<file path="src/rtl/jts16_rom_pkg.sv">
// Shared types and helpers for the S16 video ROM-slot responder.
package jts16_rom_pkg;

  typedef enum logic [1:0] {StIdle, StAck, StData} rom_state_e;

  localparam int unsigned AW_DEF     = 20;
  localparam int unsigned SDW_DEF    = 22;
  localparam int unsigned MAX_SLOTS  = 8;
  localparam int unsigned BASE_VEC_W = MAX_SLOTS * 32;

  // Extracts the sdw-bit base address of slot idx from a zero-extended packed vector.
  function automatic logic [31:0] slot_base(input logic [BASE_VEC_W-1:0] bases,
                                            input int unsigned           idx,
                                            input int unsigned           sdw);
    logic [BASE_VEC_W-1:0] sh;
    sh = bases >> (idx * sdw);
    return sh[31:0] & ((32'd1 << sdw) - 32'd1);
  endfunction

endpackage

</file>
<file path="src/rtl/jts16_rr_arb.sv">
// Round-robin priority encoder: first set request after ptr, wrapping modulo SLOTS.
module jts16_rr_arb #(
  parameter int unsigned SLOTS = 4,
  parameter int unsigned IW    = $clog2(SLOTS)
) (
  input  logic [SLOTS-1:0] req,
  input  logic [IW-1:0]    ptr,
  output logic [IW-1:0]    winner,
  output logic             any
);

  logic [IW-1:0] idx;

  always_comb begin
    winner = '0;
    any    = 1'b0;
    idx    = '0;
    // k = SLOTS wraps back onto ptr itself, so the last winner has lowest priority
    for (int unsigned k = 1; k <= SLOTS; k++) begin
      idx = IW'((32'(ptr) + k) % SLOTS);
      if (!any && req[idx]) begin
        any    = 1'b1;
        winner = idx;
      end
    end
  end

endmodule

</file>
<file path="src/rtl/jts16_rom_rsp.sv">
// ROM-slot responder: one-entry cache per slot, round-robin misses onto one SDRAM read port.
module jts16_rom_rsp
  import jts16_rom_pkg::*;
#(
  parameter int unsigned          SLOTS     = 4,
  parameter int unsigned          AW        = AW_DEF,
  parameter int unsigned          SDW       = SDW_DEF,
  parameter logic [SLOTS*SDW-1:0] SLOT_BASE = '0
) (
  input  logic                clk,
  input  logic                rst,
  input  logic [SLOTS-1:0]    slot_cs,
  input  logic [SLOTS*AW-1:0] slot_addr,
  output logic [SLOTS-1:0]    slot_ok,
  output logic [SLOTS*32-1:0] slot_data,
  output logic                sdram_req,
  output logic [SDW-1:0]      sdram_addr,
  input  logic                sdram_ack,
  input  logic                sdram_rdy,
  input  logic [31:0]         sdram_din
);

  localparam int unsigned IW   = $clog2(SLOTS);
  localparam int unsigned SUMW = (SDW > AW + 1) ? SDW : AW + 1;
  localparam logic [BASE_VEC_W-1:0] BASE_VEC = BASE_VEC_W'(SLOT_BASE);

  logic [AW-1:0]  addr_a  [SLOTS];
  logic [SDW-1:0] base_a  [SLOTS];
  logic [AW-1:0]  tag_q   [SLOTS];
  logic [31:0]    data_q  [SLOTS];
  logic [SLOTS-1:0] valid_q, hit, miss, ok_d, ok_q;

  rom_state_e     state_q, state_d;
  logic [IW-1:0]  win_q, win_d, ptr_q, ptr_d, arb_win;
  logic           arb_any;
  logic [AW-1:0]  lat_addr_q, lat_addr_d;
  logic           req_q, req_d;
  logic [SDW-1:0] sdaddr_q, sdaddr_d;
  logic [SUMW-1:0] sum;
  logic           fill;

  for (genvar g = 0; g < SLOTS; g++) begin : g_slot
    assign addr_a[g]             = slot_addr[g*AW +: AW];
    assign base_a[g]             = SDW'(slot_base(BASE_VEC, g, SDW));
    assign hit[g]                = valid_q[g] & (tag_q[g] == addr_a[g]);
    assign miss[g]               = slot_cs[g] & ~hit[g];
    assign slot_data[g*32 +: 32] = data_q[g];
  end

  jts16_rr_arb #(
    .SLOTS (SLOTS),
    .IW    (IW)
  ) u_arb (
    .req    (miss),
    .ptr    (ptr_q),
    .winner (arb_win),
    .any    (arb_any)
  );

  // Slot address is in 32-bit words, SDRAM in 16-bit words.
  assign sum = SUMW'(base_a[arb_win]) + SUMW'({addr_a[arb_win], 1'b0});

  always_comb begin
    state_d    = state_q;
    win_d      = win_q;
    ptr_d      = ptr_q;
    lat_addr_d = lat_addr_q;
    req_d      = req_q;
    sdaddr_d   = sdaddr_q;
    fill       = 1'b0;
    ok_d       = '0;

    case (state_q)
      StIdle: begin
        if (arb_any) begin
          win_d      = arb_win;
          lat_addr_d = addr_a[arb_win];
          sdaddr_d   = sum[SDW-1:0];
          req_d      = 1'b1;
          state_d    = StAck;
        end
      end
      StAck: begin
        if (sdram_ack) begin
          req_d = 1'b0;
          // Controller may return data in the same cycle it accepts the request
          if (sdram_rdy) begin
            fill    = 1'b1;
            ptr_d   = win_q;
            state_d = StIdle;
          end else begin
            state_d = StData;
          end
        end
      end
      StData: begin
        if (sdram_rdy) begin
          fill    = 1'b1;
          ptr_d   = win_q;
          state_d = StIdle;
        end
      end
      default: state_d = StIdle;
    endcase

    for (int unsigned i = 0; i < SLOTS; i++) begin
      ok_d[i] = slot_cs[i] & hit[i] & ~(fill & (win_q == IW'(i)));
    end
  end

  always_ff @(posedge clk) begin
    if (rst) begin
      state_q    <= StIdle;
      win_q      <= '0;
      ptr_q      <= '0;
      lat_addr_q <= '0;
      req_q      <= 1'b0;
      sdaddr_q   <= '0;
      ok_q       <= '0;
      valid_q    <= '0;
      for (int unsigned i = 0; i < SLOTS; i++) begin
        tag_q[i]  <= '0;
        data_q[i] <= '0;
      end
    end else begin
      state_q    <= state_d;
      win_q      <= win_d;
      ptr_q      <= ptr_d;
      lat_addr_q <= lat_addr_d;
      req_q      <= req_d;
      sdaddr_q   <= sdaddr_d;
      ok_q       <= ok_d;
      // The latched tag is stored even if the slot has since moved on; it then simply misses.
      if (fill) begin
        tag_q[win_q]   <= lat_addr_q;
        data_q[win_q]  <= sdram_din;
        valid_q[win_q] <= 1'b1;
      end
    end
  end

  assign slot_ok    = ok_q;
  assign sdram_req  = req_q;
  assign sdram_addr = sdaddr_q;

endmodule

</file>
<file path="config.mk">
export PLATFORM = sky130hd
export DESIGN_NAME = jts16_rom_rsp
export DESIGN_NICKNAME = d
export VERILOG_FILES = /design/src/rtl/jts16_rom_pkg.sv /design/src/rtl/jts16_rr_arb.sv /design/src/rtl/jts16_rom_rsp.sv
export SDC_FILE = /design/constraint.sdc
export NUM_CORES = 1
export LEC_CHECK = 0
export CAP_MARGIN = 0
export CORE_ASPECT_RATIO = 2
export CORE_MARGIN = 3
export CORE_UTILIZATION = 30
export CTS_BUF_LIST = sky130_fd_sc_hd__clkbuf_16
export CTS_CLUSTER_SIZE = 25
export DETAILED_ROUTE_END_ITERATION = 8
export GPL_TIMING_DRIVEN = 0
export SYNTH_ARGS = -nofsm -noshare
export SYNTH_HDL_FRONTEND = slang
export SYNTH_SLANG_ARGS = --single-unit
</file>
<file path="constraint.sdc">
create_clock -name clk -period 5.7 [get_ports clk]
set_input_delay 0.855 -clock clk [delete_from_list [all_inputs] [get_ports clk]]
set_output_delay 0.855 -clock clk [all_outputs]
set_load 0.05 [all_outputs]
</file>
==> results.yml <==
sta:
  fin_crit_sh: 0.6918
  slew_viol_final: 0
  rsz0062_at_grt: "no"
  clock_skew_ns: 0.02704
  tns_ns: 0
  period_needed_ns: 3.944
  max_slew_margin: 0.3979
  hold_viol: 0
  fmax_mhz: 253.6
  worst_slew_pin_slew_ns: 0.9031
  setup_viol: 0
critical_path:
  criticalPathCategory: "in -> reg"
  cp.required_ns: 6.12
  end_kind: "flip-flop"
  critPathLaunchType: "input pin"
  cp_max_fo: 10
  cp.arrival_ns: 4.37
power_and_ir_drop:
  powerDensity_nw_per_um2: 306.5
  p_leak_uw: 0.005340
  worst_ir_drop_vdd_mv: 0.2367
finish:
  layout-drive-gt1-share: 0.1189
  nets: 1215
  synthToLayoutAreaGrowth_pct: 40.61
  layout.cells.non_filler: 1548
clock_tree:
  clock_latency_ns: 0.54
  cts_setup_buffers: 0
  cts.repair.resized: 0
  root_buffer: "clkbuf_16"
  clkSlewWorstSetupHoldPaths_ns: 0.07
  numCtsBuffers: 24
  tritoncts: "built"
  cts_buffer_depth: 3
  clock-sinks: 243
  htree_levels: 1
  postCtsHoldBufs: 0
routing:
  drtPass1Iterations: 6
  drc: 0
  vias: 7209
  via_per_inst: 4.657
  wl_mm: 36.07
  wire_per_inst_um: 23.30
  antenna_left: 0
  drt_iter0_drc: 374
yosys:
  yosysTopAreaCell: "edfxtp_1"
  synth_ff_type: "edfxtp_1"
  syn_inst: 790
  synth_edf_count: 208
  synthTopCellsByArea: "edfxtp_1 61%, dfxtp_1 6.8%, nor2_1 6.4%, mux4_2 4.4%, xor2_1 4.2%"
  yosys_warnings: 0
  syn_area_sq_um: 10280
  yosys.area.top_type_share: 0.6074
  ys_async_sr_fraction: 0
  ys_types: 47
  ys_seq_area_frac: 0.6756
  syn_avg_cell_area_sq_um: 13.02
  ys_ff_latch: 243
floorplanning:
  die_h_um: 267.8
  num_io_pins: 275
  dieArea_sq_um: 36670
  rows: 95
  initial_core_util: 0.3046
  core_area_sq_um: 33760
  die_w_um: 136.9
status:
  outcome: "completed"
global_route:
  grt_usage: 0.1948
  grt_max_degree: 41
  grt_pass1_vias: 7760
  antenna_found_initial: 3
  grt_pass1_wl_mm: 51.09
  gr-total-overflow: 0
place:
  dpl.cell_count: 1502
  dp_hpwl_mm: 27.11
  port_buffers: 271
  gp_congestion: 0.9095
job:
  maxCapViolCount: 0
hold_path:
  hp-class: "reg -> reg"
==> critical path, cell delays in order <==
cell and delay, ns:
clkdlybuf4s50_1 0.49, xor2_1 0.19, nor4_1 0.63, nand4_1 0.35, o21ai_4 0.32, o221ai_1 0.19
a22oi_2 0.29, buf_6 0.27, mux4_2 0.52, a22o_1 0.25
==> through the flow <==
step,utilization,hold WS (ns),power [uW],setup WS [ns],cell area (sq um)
2_1_floorplan,-,0.4258,2499,2.436,10290
3_3_place_gp,0.4012,0.4468,2841,0.3276,13540
3_5_place_dp,0.4044,0.4477,2848,1.197,13650
4_1_cts,0.4281,0.4579,4473,1.752,14450
5_1_grt,0.4281,0.4789,4560,1.665,14450
6_report,0.4283,0.4581,4432,1.756,14460
==> registers in the layout (all words and copies together) (netlist names) <==
register    flops
valid_q         4
sdram_addr     20
slot_ok         4
win_q           2
sdram_req       1
ptr_q           2
state_q         2
data_q        128
tag_q          80
==> layout make-up <==
type	count	area (sq um)
antenna	2	5.005
buffer	37	181.4
clock buffer	28	700.7
clock inverter	16	100.1
fill	3240	19300
inverter	66	247.7
multi-input combinational	445	2930
sequential	243	6947
tap	436	545.5
timing repair buffer	275	2800
==> worst paths after layout <==
path	end	cells past startpoint	start	slack, ns
worst min-delay path	valid_q[1]	2	valid_q[1]	0.46
worst min register to register	valid_q[1]	2	valid_q[1]	0.46
worst max-delay path	sdram_addr[17]	10	slot_addr[69]	1.76
worst max register to register	sdram_addr[17]	9	tag_q[3][7]	2.17
==> metal layers <==
metal,share of wire,track usage
met5,0.00036,0
met4,0.072,0.1261
met3,0.056,0.04046
met2,0.55,0.3677
met1,0.32,0.1859
==> synth_stat cells (3+ instances only) <==
library cell / count
inv_1: 24
clkbuf_1: 24
buf_4: 4
nor3_1: 7
buf_2: 6
xnor2_1: 31
xor2_1: 49
nor2b_1: 9
nor2_1: 175
mux4_2: 20
nand2b_1: 4
ha_1: 3
edfxtp_1: 208
and2b_1: 11
mux2i_1: 3
nand2_1: 58
nand3_1: 4
nor4_1: 11
a21oi_1: 5
a22o_1: 20
nand4_1: 9
inv_2: 42
dfxtp_1: 35
==> cells by family (layout without fill, tap and decap cells) <==
family | Yosys count | count (layout) | synth area share
XOR/XNOR | 80 | 80 | 0.06814
flip-flops | 243 | 243 | 0.6756
adder cells (fa/ha/maj) | 3 | 3 | 0.003651
multiplexers | 24 | 24 | 0.04782
buffers and inverters | 103 | 422 | 0.04174
AO/OA/AOI/OAI | 40 | 40 | 0.03614
other | 1 | 4 | 0.0003647
AND/OR/NAND/NOR | 296 | 296 | 0.1266
==> cell usage in the layout, fill, tap and decap left out, drive strengths merged, types with 11 or more instances in the layout <==
cell type / Yosys / routed
a22o: 20 / 20
nor4: 13 / 13
edfxtp: 208 / 208
nand2: 58 / 58
dfxtp: 35 / 35
nor2: 175 / 175
xor2: 49 / 49
buf: 12 / 16
inv: 66 / 74
clkdlybuf4s50: 0 / 271
mux4: 20 / 20
and2b: 11 / 11
clkbuf: 24 / 52
xnor2: 31 / 31
==> power by group <==
| group | leakage, uW | total (uW) | switching [uW] | internal (uW) |
|---|---|---|---|---|
| registers | 0.00244 | 2050 | 43.8 | 2010 |
| logic | 0.00248 | 751 | 470 | 281 |
| clock network | 0.000419 | 1630 | 705 | 923 |
Note: power is estimated with default switching activity, not from simulation.
